$ cat config.mk
export PLATFORM = sky130hd
export DESIGN_NAME = multiciclo_control_flat
export DESIGN_NICKNAME = d
export VERILOG_FILES = /design/src/rtl/multiciclo_control_if.sv /design/src/rtl/multiciclo_control.sv /design/src/flat_wrapper.sv
export SDC_FILE = /design/constraint.sdc
export NUM_CORES = 1
export LEC_CHECK = 0
export CAP_MARGIN = 20
export CORE_UTILIZATION = 42
export DETAILED_ROUTE_END_ITERATION = 10
export GPL_TIMING_DRIVEN = 0
export HOLD_SLACK_MARGIN = 0.06
export PLACE_DENSITY = 0.93
export SETUP_SLACK_MARGIN = 0.02
export SYNTH_ARGS = -nofsm -noshare
export SYNTH_HDL_FRONTEND = slang
export SYNTH_SLANG_ARGS = --single-unit
$ cat constraint.sdc
create_clock -name clk -period 4.4 [get_ports clk]
set_input_delay 0.88 -clock clk [delete_from_list [all_inputs] [get_ports clk]]
set_output_delay 0.88 -clock clk [all_outputs]
set_load 0.01 [all_outputs]
$ cat src/rtl/multiciclo_control_if.sv
// -----------------------------------------------------------------------------
// multiciclo_control_if
// Bundles the signals between the multicycle control FSM and the datapath.
//   Op, mem_ready      : datapath -> control (opcode from IR, memory done)
//   PCWrite..PCSrc     : control -> datapath (enables and mux selects)
//   state_o            : current FSM state, for debug and bench observation
//   illegal_op         : one-cycle pulse on an undecodable opcode in DECODE
// Modports:
//   master : the control unit (drives the controls, samples Op/mem_ready)
//   slave  : the datapath side (drives Op/mem_ready, samples the controls)
// -----------------------------------------------------------------------------
interface multiciclo_control_if;
    logic [5:0] Op;
    logic       mem_ready;
    logic       PCWrite;
    logic       Branch;
    logic       IorD;
    logic       MemRead;
    logic       MemWrite;
    logic       IRWrite;
    logic       RegDst;
    logic       MemtoReg;
    logic       RegWrite;
    logic       ALUSrcA;
    logic [1:0] ALUSrcB;
    logic [1:0] ALUOp;
    logic [1:0] PCSrc;
    logic [3:0] state_o;
    logic       illegal_op;

    modport master (
        input  Op, mem_ready,
        output PCWrite, Branch, IorD, MemRead, MemWrite, IRWrite, RegDst,
               MemtoReg, RegWrite, ALUSrcA, ALUSrcB, ALUOp, PCSrc, state_o,
               illegal_op
    );

    modport slave (
        output Op, mem_ready,
        input  PCWrite, Branch, IorD, MemRead, MemWrite, IRWrite, RegDst,
               MemtoReg, RegWrite, ALUSrcA, ALUSrcB, ALUOp, PCSrc, state_o,
               illegal_op
    );
endinterface

$ cat src/rtl/multiciclo_control.sv
// -----------------------------------------------------------------------------
// multiciclo_control
// Moore FSM sequencing the multicycle MIPS datapath (shared memory, IR, A/B and
// ALUOut registers). Decodes the opcode held in IR and drives every datapath
// enable and mux select each cycle, stalling on the memory handshake.
//
// Ports:
//   clk  : clock, rising edge
//   rst  : asynchronous reset, active-high; forces FETCH and quiets enables
//   bus  : multiciclo_control_if.master (Op, mem_ready in; controls out)
//
// Build option:
//   MC_ADDI_EN : when defined, ADDI is executed through ADDIEX/ADDIWB.
//                When undefined, ADDI decodes as an illegal opcode and the
//                ADDI state codes behave like the other unreachable codes.
// -----------------------------------------------------------------------------
module multiciclo_control #(
    parameter logic [5:0] OP_RTYPE = 6'h00,
    parameter logic [5:0] OP_LW    = 6'h23,
    parameter logic [5:0] OP_SW    = 6'h2B,
    parameter logic [5:0] OP_BEQ   = 6'h04,
    parameter logic [5:0] OP_J     = 6'h02,
    parameter logic [5:0] OP_ADDI  = 6'h08
) (
    input  logic                 clk,
    input  logic                 rst,
    multiciclo_control_if.master bus
);

    localparam logic [3:0] S_FETCH  = 4'd0;
    localparam logic [3:0] S_DECODE = 4'd1;
    localparam logic [3:0] S_MEMADR = 4'd2;
    localparam logic [3:0] S_MEMRD  = 4'd3;
    localparam logic [3:0] S_MEMWB  = 4'd4;
    localparam logic [3:0] S_MEMWR  = 4'd5;
    localparam logic [3:0] S_EXEC   = 4'd6;
    localparam logic [3:0] S_ALUWB  = 4'd7;
    localparam logic [3:0] S_BRANCH = 4'd8;
`ifdef MC_ADDI_EN
    localparam logic [3:0] S_ADDIEX = 4'd9;
    localparam logic [3:0] S_ADDIWB = 4'd10;
`endif
    localparam logic [3:0] S_JUMP   = 4'd11;

    logic [3:0] state;
    logic [3:0] next_state;

    // Combinational control values before reset gating
    logic       c_pcwrite, c_branch, c_iord, c_memread, c_memwrite, c_irwrite;
    logic       c_regdst, c_memtoreg, c_regwrite, c_alusrca, c_illegal;
    logic [1:0] c_alusrcb, c_aluop, c_pcsrc;

    // ------------------------------------------------------------------
    // State register
    // ------------------------------------------------------------------
    always_ff @(posedge clk or posedge rst) begin
        if (rst)
            state <= S_FETCH;
        else
            state <= next_state;
    end

    // ------------------------------------------------------------------
    // Next-state logic
    // ------------------------------------------------------------------
    always_comb begin
        next_state = S_FETCH;
        case (state)
            S_FETCH:  next_state = bus.mem_ready ? S_DECODE : S_FETCH;
            S_DECODE: begin
                case (bus.Op)
                    OP_LW, OP_SW: next_state = S_MEMADR;
                    OP_RTYPE:     next_state = S_EXEC;
                    OP_BEQ:       next_state = S_BRANCH;
                    OP_J:         next_state = S_JUMP;
`ifdef MC_ADDI_EN
                    OP_ADDI:      next_state = S_ADDIEX;
`else
                    OP_ADDI:      next_state = S_FETCH;
`endif
                    default:      next_state = S_FETCH;
                endcase
            end
            S_MEMADR: begin
                if (bus.Op == OP_LW)
                    next_state = S_MEMRD;
                else if (bus.Op == OP_SW)
                    next_state = S_MEMWR;
                else
                    next_state = S_FETCH;
            end
            S_MEMRD:  next_state = bus.mem_ready ? S_MEMWB : S_MEMRD;
            S_MEMWB:  next_state = S_FETCH;
            S_MEMWR:  next_state = bus.mem_ready ? S_FETCH : S_MEMWR;
            S_EXEC:   next_state = S_ALUWB;
            S_ALUWB:  next_state = S_FETCH;
            S_BRANCH: next_state = S_FETCH;
`ifdef MC_ADDI_EN
            S_ADDIEX: next_state = S_ADDIWB;
            S_ADDIWB: next_state = S_FETCH;
`endif
            S_JUMP:   next_state = S_FETCH;
            default:  next_state = S_FETCH;
        endcase
    end

    // ------------------------------------------------------------------
    // Output decode (Moore; illegal_op additionally looks at Op)
    // ------------------------------------------------------------------
    always_comb begin
        c_pcwrite  = 1'b0;
        c_branch   = 1'b0;
        c_iord     = 1'b0;
        c_memread  = 1'b0;
        c_memwrite = 1'b0;
        c_irwrite  = 1'b0;
        c_regdst   = 1'b0;
        c_memtoreg = 1'b0;
        c_regwrite = 1'b0;
        c_alusrca  = 1'b0;
        c_alusrcb  = 2'b00;
        c_aluop    = 2'b00;
        c_pcsrc    = 2'b00;
        c_illegal  = 1'b0;
        case (state)
            S_DECODE: begin
                // Precompute branch target into ALUOut while decoding
                c_alusrcb = 2'b11;
                case (bus.Op)
                    OP_LW, OP_SW, OP_RTYPE, OP_BEQ, OP_J: c_illegal = 1'b0;
`ifdef MC_ADDI_EN
                    OP_ADDI: c_illegal = 1'b0;
`endif
                    default: c_illegal = 1'b1;
                endcase
            end
            S_MEMADR: begin
                c_alusrca = 1'b1;
                c_alusrcb = 2'b10;
            end
            S_MEMRD: begin
                c_iord    = 1'b1;
                c_memread = 1'b1;
            end
            S_MEMWB: begin
                c_memtoreg = 1'b1;
                c_regwrite = 1'b1;
            end
            S_MEMWR: begin
                c_iord     = 1'b1;
                c_memwrite = 1'b1;
            end
            S_EXEC: begin
                c_alusrca = 1'b1;
                c_aluop   = 2'b10;
            end
            S_ALUWB: begin
                c_regdst   = 1'b1;
                c_regwrite = 1'b1;
            end
            S_BRANCH: begin
                c_alusrca = 1'b1;
                c_aluop   = 2'b01;
                c_pcsrc   = 2'b01;
                c_branch  = 1'b1;
            end
`ifdef MC_ADDI_EN
            S_ADDIEX: begin
                c_alusrca = 1'b1;
                c_alusrcb = 2'b10;
            end
            S_ADDIWB: begin
                c_regwrite = 1'b1;
            end
`endif
            S_JUMP: begin
                c_pcsrc   = 2'b10;
                c_pcwrite = 1'b1;
            end
            default: begin
                // FETCH and every unreachable code: read instruction, PC+4.
                // PC only advances on the cycle the read completes.
                c_memread = 1'b1;
                c_irwrite = 1'b1;
                c_alusrcb = 2'b01;
                c_pcwrite = bus.mem_ready;
            end
        endcase
    end

    // ------------------------------------------------------------------
    // Reset gating: while rst is high the enables drop in the same
    // timestep (abandoning any memory access) and selects sit at FETCH.
    // ------------------------------------------------------------------
    always_comb begin
        bus.PCWrite    = c_pcwrite  & ~rst;
        bus.Branch     = c_branch   & ~rst;
        bus.MemRead    = c_memread  & ~rst;
        bus.MemWrite   = c_memwrite & ~rst;
        bus.IRWrite    = c_irwrite  & ~rst;
        bus.RegWrite   = c_regwrite & ~rst;
        bus.illegal_op = c_illegal  & ~rst;
        bus.IorD       = rst ? 1'b0  : c_iord;
        bus.RegDst     = rst ? 1'b0  : c_regdst;
        bus.MemtoReg   = rst ? 1'b0  : c_memtoreg;
        bus.ALUSrcA    = rst ? 1'b0  : c_alusrca;
        bus.ALUSrcB    = rst ? 2'b01 : c_alusrcb;
        bus.ALUOp      = rst ? 2'b00 : c_aluop;
        bus.PCSrc      = rst ? 2'b00 : c_pcsrc;
        bus.state_o    = rst ? S_FETCH : state;
    end

endmodule
$ cat src/flat_wrapper.sv
// flat-port wrapper written by rule: the top's interface ports become plain ports
module multiciclo_control_flat 
#(
    parameter logic [5:0] OP_RTYPE = 6'h00,
    parameter logic [5:0] OP_LW    = 6'h23,
    parameter logic [5:0] OP_SW    = 6'h2B,
    parameter logic [5:0] OP_BEQ   = 6'h04,
    parameter logic [5:0] OP_J     = 6'h02,
    parameter logic [5:0] OP_ADDI  = 6'h08
)
  (clk, rst, bus_Op, bus_mem_ready, bus_PCWrite, bus_Branch, bus_IorD, bus_MemRead, bus_MemWrite, bus_IRWrite, bus_RegDst, bus_MemtoReg, bus_RegWrite, bus_ALUSrcA, bus_ALUSrcB, bus_ALUOp, bus_PCSrc, bus_state_o, bus_illegal_op);
  multiciclo_control_if bus_i ();
  input  logic clk;
  input  logic rst;
  input wire logic [$bits(bus_i.Op)-1:0] bus_Op;
  input wire logic [$bits(bus_i.mem_ready)-1:0] bus_mem_ready;
  output wire logic [$bits(bus_i.PCWrite)-1:0] bus_PCWrite;
  output wire logic [$bits(bus_i.Branch)-1:0] bus_Branch;
  output wire logic [$bits(bus_i.IorD)-1:0] bus_IorD;
  output wire logic [$bits(bus_i.MemRead)-1:0] bus_MemRead;
  output wire logic [$bits(bus_i.MemWrite)-1:0] bus_MemWrite;
  output wire logic [$bits(bus_i.IRWrite)-1:0] bus_IRWrite;
  output wire logic [$bits(bus_i.RegDst)-1:0] bus_RegDst;
  output wire logic [$bits(bus_i.MemtoReg)-1:0] bus_MemtoReg;
  output wire logic [$bits(bus_i.RegWrite)-1:0] bus_RegWrite;
  output wire logic [$bits(bus_i.ALUSrcA)-1:0] bus_ALUSrcA;
  output wire logic [$bits(bus_i.ALUSrcB)-1:0] bus_ALUSrcB;
  output wire logic [$bits(bus_i.ALUOp)-1:0] bus_ALUOp;
  output wire logic [$bits(bus_i.PCSrc)-1:0] bus_PCSrc;
  output wire logic [$bits(bus_i.state_o)-1:0] bus_state_o;
  output wire logic [$bits(bus_i.illegal_op)-1:0] bus_illegal_op;
  assign bus_i.Op = bus_Op;
  assign bus_i.mem_ready = bus_mem_ready;
  assign bus_PCWrite = bus_i.PCWrite;
  assign bus_Branch = bus_i.Branch;
  assign bus_IorD = bus_i.IorD;
  assign bus_MemRead = bus_i.MemRead;
  assign bus_MemWrite = bus_i.MemWrite;
  assign bus_IRWrite = bus_i.IRWrite;
  assign bus_RegDst = bus_i.RegDst;
  assign bus_MemtoReg = bus_i.MemtoReg;
  assign bus_RegWrite = bus_i.RegWrite;
  assign bus_ALUSrcA = bus_i.ALUSrcA;
  assign bus_ALUSrcB = bus_i.ALUSrcB;
  assign bus_ALUOp = bus_i.ALUOp;
  assign bus_PCSrc = bus_i.PCSrc;
  assign bus_state_o = bus_i.state_o;
  assign bus_illegal_op = bus_i.illegal_op;
  multiciclo_control #(.OP_RTYPE(OP_RTYPE), .OP_LW(OP_LW), .OP_SW(OP_SW), .OP_BEQ(OP_BEQ), .OP_J(OP_J), .OP_ADDI(OP_ADDI)) u_core (.clk(clk), .rst(rst), .bus(bus_i));
endmodule
### Yosys cells after proc, flatten, opt, wreduce, memory -nomap -nowiden

Index checks and enable logic that the tools add are counted.
Widths: inputs -> output; s select.

| cells by class | value |
|---|---|
| multiply operators | 0 |
| divide/modulo/power cells | 0 |
| muxes and demuxes | 30 |
| order comparisons | 0 |
| bitwise operators | 8 |
| equality and inequality tests | 13 |
| $add $sub $neg | 0 |
| shift operators | 0 |
| reduce and logical (&&, ||, !) cells | 11 |

Operators by type and width:

| kind | count |
|---|---|
| $pmux 4 s6 | 1 |
| $eq 4x3->1 const B | 4 |
| $mux 1 | 16 |
| $pmux 4 s4 | 1 |
| $reduce_or 8->1 | 2 |
| $eq 6x6->1 const B | 2 |
| $mux 3 | 3 |
| $reduce_or 9->1 | 1 |
| $eq 4x2->1 const B | 2 |
| $eq 4x4->1 const B | 2 |
| $mux 4 | 2 |
| $pmux 2 s2 | 2 |
| $and 1x1->1 | 7 |
| $reduce_or 7->1 | 1 |
| $eq 6x2->1 const B | 1 |
| $eq 6x3->1 const B | 1 |
| $logic_not 6->1 | 1 |
| $mux 2 | 3 |
| $pmux 2 s3 | 1 |
| $reduce_or 2->1 | 3 |
| $reduce_or 5->1 | 1 |
| $eq 4x1->1 const B | 1 |
| $logic_not 4->1 | 1 |
| $reduce_or 3->1 | 1 |
| other kinds (2) | 2 |

| storage, ports and cells | value |
|---|---|
| bits in latches | 0 |
| output and inout port bits | 21 |
| input port bits | 9 |
| flip-flop bits (word level) | 4 |
| memory bits (writable) | 0 |
| logic and storage cells | 63 |
| memories kept | 0 |
| memory bits (read-only) | 0 |

### Longest topological paths before layout

| logic depth | value |
|---|---|
| depth after elaboration | 5 |
| mapped depth | 5 |
| depth with buffers taken out | 4 |

### Worst setup path after synthesis

OpenSTA, ideal clock, no wires.

| timing path | value |
|---|---|
| path kind | in2out |
| from | in rst |
| to | out bus_MemWrite |
| slack | 1.915 ns |
| cell stages on the path | 3 |
| data arrival time | 1.605 ns |
| data required time | 3.520 ns |
| path through | nor2b_1 nand2b_1 nor3b_1 |

| between the ends | value |
|---|---|
| cells in the longest elaborated chain, start to end | 2 |

RTL lines:

| what | RTL line | text |
|---|---|---|
| from (decl) | flat_wrapper.sv:14 | `input logic rst;` |
| $not 1->1 | multiciclo_control.sv:199 | `bus.MemWrite = c_memwrite & ~rst;` |
| $and 1x1->1 | multiciclo_control.sv:199 |  |
| to (decl) | flat_wrapper.sv:21 | `output wire logic [$bits(bus_i.MemWrite)-1:0] bus_MemWrite;` |

Every way passes these cells.

### Final worst setup path

| timing path | value |
|---|---|
| from | in rst |
| to | out bus_ALUSrcB[0] |

| between the ends | value |
|---|---|
| cells in the longest elaborated chain, start to end | 1 |

RTL lines:

| what | RTL line | text |
|---|---|---|
| $mux 2 | multiciclo_control.sv:207 | `bus.ALUSrcB = rst ? 2'b01 : c_alusrcb;` |
| to (decl) | flat_wrapper.sv:27 | `output wire logic [$bits(bus_i.ALUSrcB)-1:0] bus_ALUSrcB;` |

Every way passes these cells.

==> impl_metrics.py <==
metrics = {
    "logic_synthesis": {
        "syn_nets": 101,
        "avgSynthCellArea_um2": 6.43,
        "synth_area_um2": 592,
        "netlist_top_cells_area": "dfrtp_1, nor2_1, a21oi_1",
        "synthTopCellsByCount": "nor2_1, a21oi_1, nand2_1",
        "yosysSeqAreaShare": 0.169,
        "ys_warn_count": 0,
        "async_flop_share": 1.00,
        "synth_top_area_share": 0.169,
        "ys_ff_latch": 4,
        "syn_inst": 92,
        "ys.flop_type": "dfrtp_1",
        "yosysTopAreaCell": "dfrtp_1",
        "synth.most_common_cell": "nor2_1",
        "synth_cell_types": 29,
        "synth_edf_count": 0,
    },
    "routing": {
        "dr.pass1.iters": 4,
        "avgViaCountPerCell": 5.60,
        "wl_um": 1710,
        "wire_per_inst_um": 12.3,
        "drtIter0Drc": 36,
        "drcViolationCount": 0,
        "vias": 778,
        "drtAntennaViolNets": 0,
    },
    "setup_path": {
        "criticalPathCategory": "in2out",
        "timing.rr.start": "u_core.state[0]$_DFF_PP0_",
        "reg2reg_depth": 3,
        "critPathCaptureType": "output port",
        "required_ns": 3.52,
        "cp.arrival_ns": 2.68,
        "regToRegSetupSlack_ns": 2.97,
        "rr_endpoint": "u_core.state[0]$_DFF_PP0_",
        "critPathLaunchType": "input port",
        "crit_fanout": 10,
    },
    "power_and_ir_drop": {
        "p_sw_w": 0.0000441,
        "peakVddDrop_mv": 0.240,
        "p_per_area_nw_per_um2": 152,
        "power.share.combinational": 0.392,
        "pwr-share-seq": 0.287,
        "swShare": 0.314,
        "p_clk_frac": 0.321,
        "p_int_w": 0.0000965,
        "p_leak_nw": 0.371,
    },
    "layout": {
        "fin_nets": 135,
        "largest_reg_flops": 4,
        "largest-register": "u_core.state",
        "fin_cells": 139,
        "drive_gt1_frac": 0.0726,
        "fin_util": 0.710,
        "antennaDiodeCount": 0,
        "reg_top3": "u_core.state x4",
        "syn_to_final_growth_pct": 56.0,
    },
    "timing": {
        "rsz0062_at_grt": "false",
        "final_max_slew_viol_count": 0,
        "final-hold-violation-count": 0,
        "slew_headroom": 0.728,
        "whs_ns": 0.721,
        "fin_worst_skew_ns": 0.00430,
        "worstMarginPinSlew_ns": 0.408,
        "fin_crit_sh": 0.808,
        "max_freq_ghz": 0.281,
        "finalSetupViolations": 0,
        "setup_tns_ns": 0,
        "fin_crit_ns": 3.56,
    },
    "die": {
        "die_h_um": 39.5,
        "dieWidth_um": 39.5,
        "ios": 30,
        "core-area_um2": 1300,
        "initial_core_util": 0.455,
        "dieArea_um2": 1560,
        "core.rowCount": 13,
    },
    "placement": {
        "portBuffers": 29,
        "placed_cells": 136,
        "gp_congestion": 0.917,
        "hpwl_um": 1350,
    },
    "min_path": {
        "hold_end": "u_core.state[2]$_DFF_PP0_",
        "whs_path_depth": 2,
        "min_path_type": "reg2reg",
        "hp-start": "u_core.state[3]$_DFF_PP0_",
    },
    "clocking": {
        "ctsLongestPathBuffers": 2,
        "ctsResizeCount": 0,
        "cts_tree": "built",
        "clock-sinks": 4,
        "clk_pin_slew_ns": 0.04,
        "root_buffer": "clkbuf_4",
        "cts_max_level": 1,
        "hold_buffers": 0,
        "clock_latency_ns": 0.24,
        "cts_setup_buffers": 0,
        "cts_buffers": 3,
    },
    "run_status": {
        "status": "finished, final reports clean",
    },
    "global_route": {
        "track_usage": 0.250,
        "grt_pass1_wl_um": 2620,
        "grt_pass1_vias": 624,
        "grt_max_degree": 11,
        "grt_overflow": 0,
        "antenna_found_initial": 0,
    },
    "run": {
        "drv_cap": 0,
    },
}
-- cells by family (layout without fill, tap and decap cells) --
group / after synthesis / count (layout) / synth area share
and+or+nand+nor: 53 / 53 / 0.482
AOI/OAI and AO/OA: 23 / 23 / 0.243
buffers and inverters: 10 / 42 / 0.0719
DFF: 4 / 4 / 0.169
xor gates and xnor gates: 1 / 1 / 0.0148
muxes: 1 / 1 / 0.0190
-- layout make-up --
type / instances / area, um2
Multi-Input combinational cell: 78 / 449
Fill cell: 120 / 378
Timing Repair Buffer: 29 / 290
Sequential cell: 4 / 100
Buffer: 5 / 23.8
Clock buffer: 3 / 22.5
Inverter: 5 / 18.8
Tap cell: 15 / 18.8
-- cell usage in the layout (no fill, tap or decap), types with 3 or more instances in the layout --
cell	synthesis	layout
clkbuf_1	3	3
clkbuf_4	0	3
nor3_1	5	5
nand2_1	9	9
clkdlybuf4s50_1	0	29
a21oi_1	9	9
o21ai_0	8	8
nand2b_1	5	5
dfrtp_1	4	4
nor2b_1	6	6
inv_1	5	5
nor2_1	16	16
-- stage by stage --
| step | worst slack [ns] | total power (W) | cell area [um2] |
|---|---|---|---|
| 2_1_floorplan | 1.92 | 0.0000701 | 592 |
| 3_3_place_gp | 0.893 | 0.0000941 | 901 |
| 3_5_place_dp | 0.877 | 0.0000953 | 901 |
| 4_1_cts | 0.871 | 0.000141 | 923 |
| 5_1_grt | 0.747 | 0.000152 | 923 |
| 6_report | 0.845 | 0.000141 | 923 |
-- worst max path at each step --
| stage | cells after the start | from | to | slack, ns |
|---|---|---|---|---|
| after detailed placement | 5 | rst | bus_ALUSrcB[0] | 0.88 |
| after floorplan | 3 | rst | bus_MemWrite | 1.92 |
| after global routing | 5 | rst | bus_ALUSrcB[0] | 0.75 |
| final | 5 | rst | bus_ALUSrcB[0] | 0.84 |
| after global placement | 5 | rst | bus_ALUSrcB[0] | 0.89 |
| after CTS | 5 | rst | bus_ALUSrcB[0] | 0.87 |
-- worst max-delay path: stages --
cell,delay (ns)
clkdlybuf4s50_1,0.50
clkbuf_1,0.35
inv_1,0.24
o21ai_0,0.14
clkdlybuf4s50_1,0.56
-- power by group through the flow --
| stage | Clock, W | Sequential (W) | Combinational, W |
|---|---|---|---|
| 4_1_cts | 0.0000457 | 0.0000403 | 0.0000548 |
| 6_report | 0.0000451 | 0.0000403 | 0.0000551 |
| 3_5_place_dp | 0 | 0.0000408 | 0.0000545 |
| 5_1_grt | 0.0000502 | 0.0000407 | 0.0000606 |
| 3_3_place_gp | 0 | 0.0000406 | 0.0000535 |
| 2_1_floorplan | 0 | 0.0000403 | 0.0000298 |
-- layer usage --
layer,global-route usage,routed length (um),vias up
met2,0.463,900,38
met1,0.276,673,356
met3,0.0682,126,2
met5,0,0,-
met4,0.0517,8,0
li1,-,-,382
Note: power is estimated with default switching activity, not from simulation.
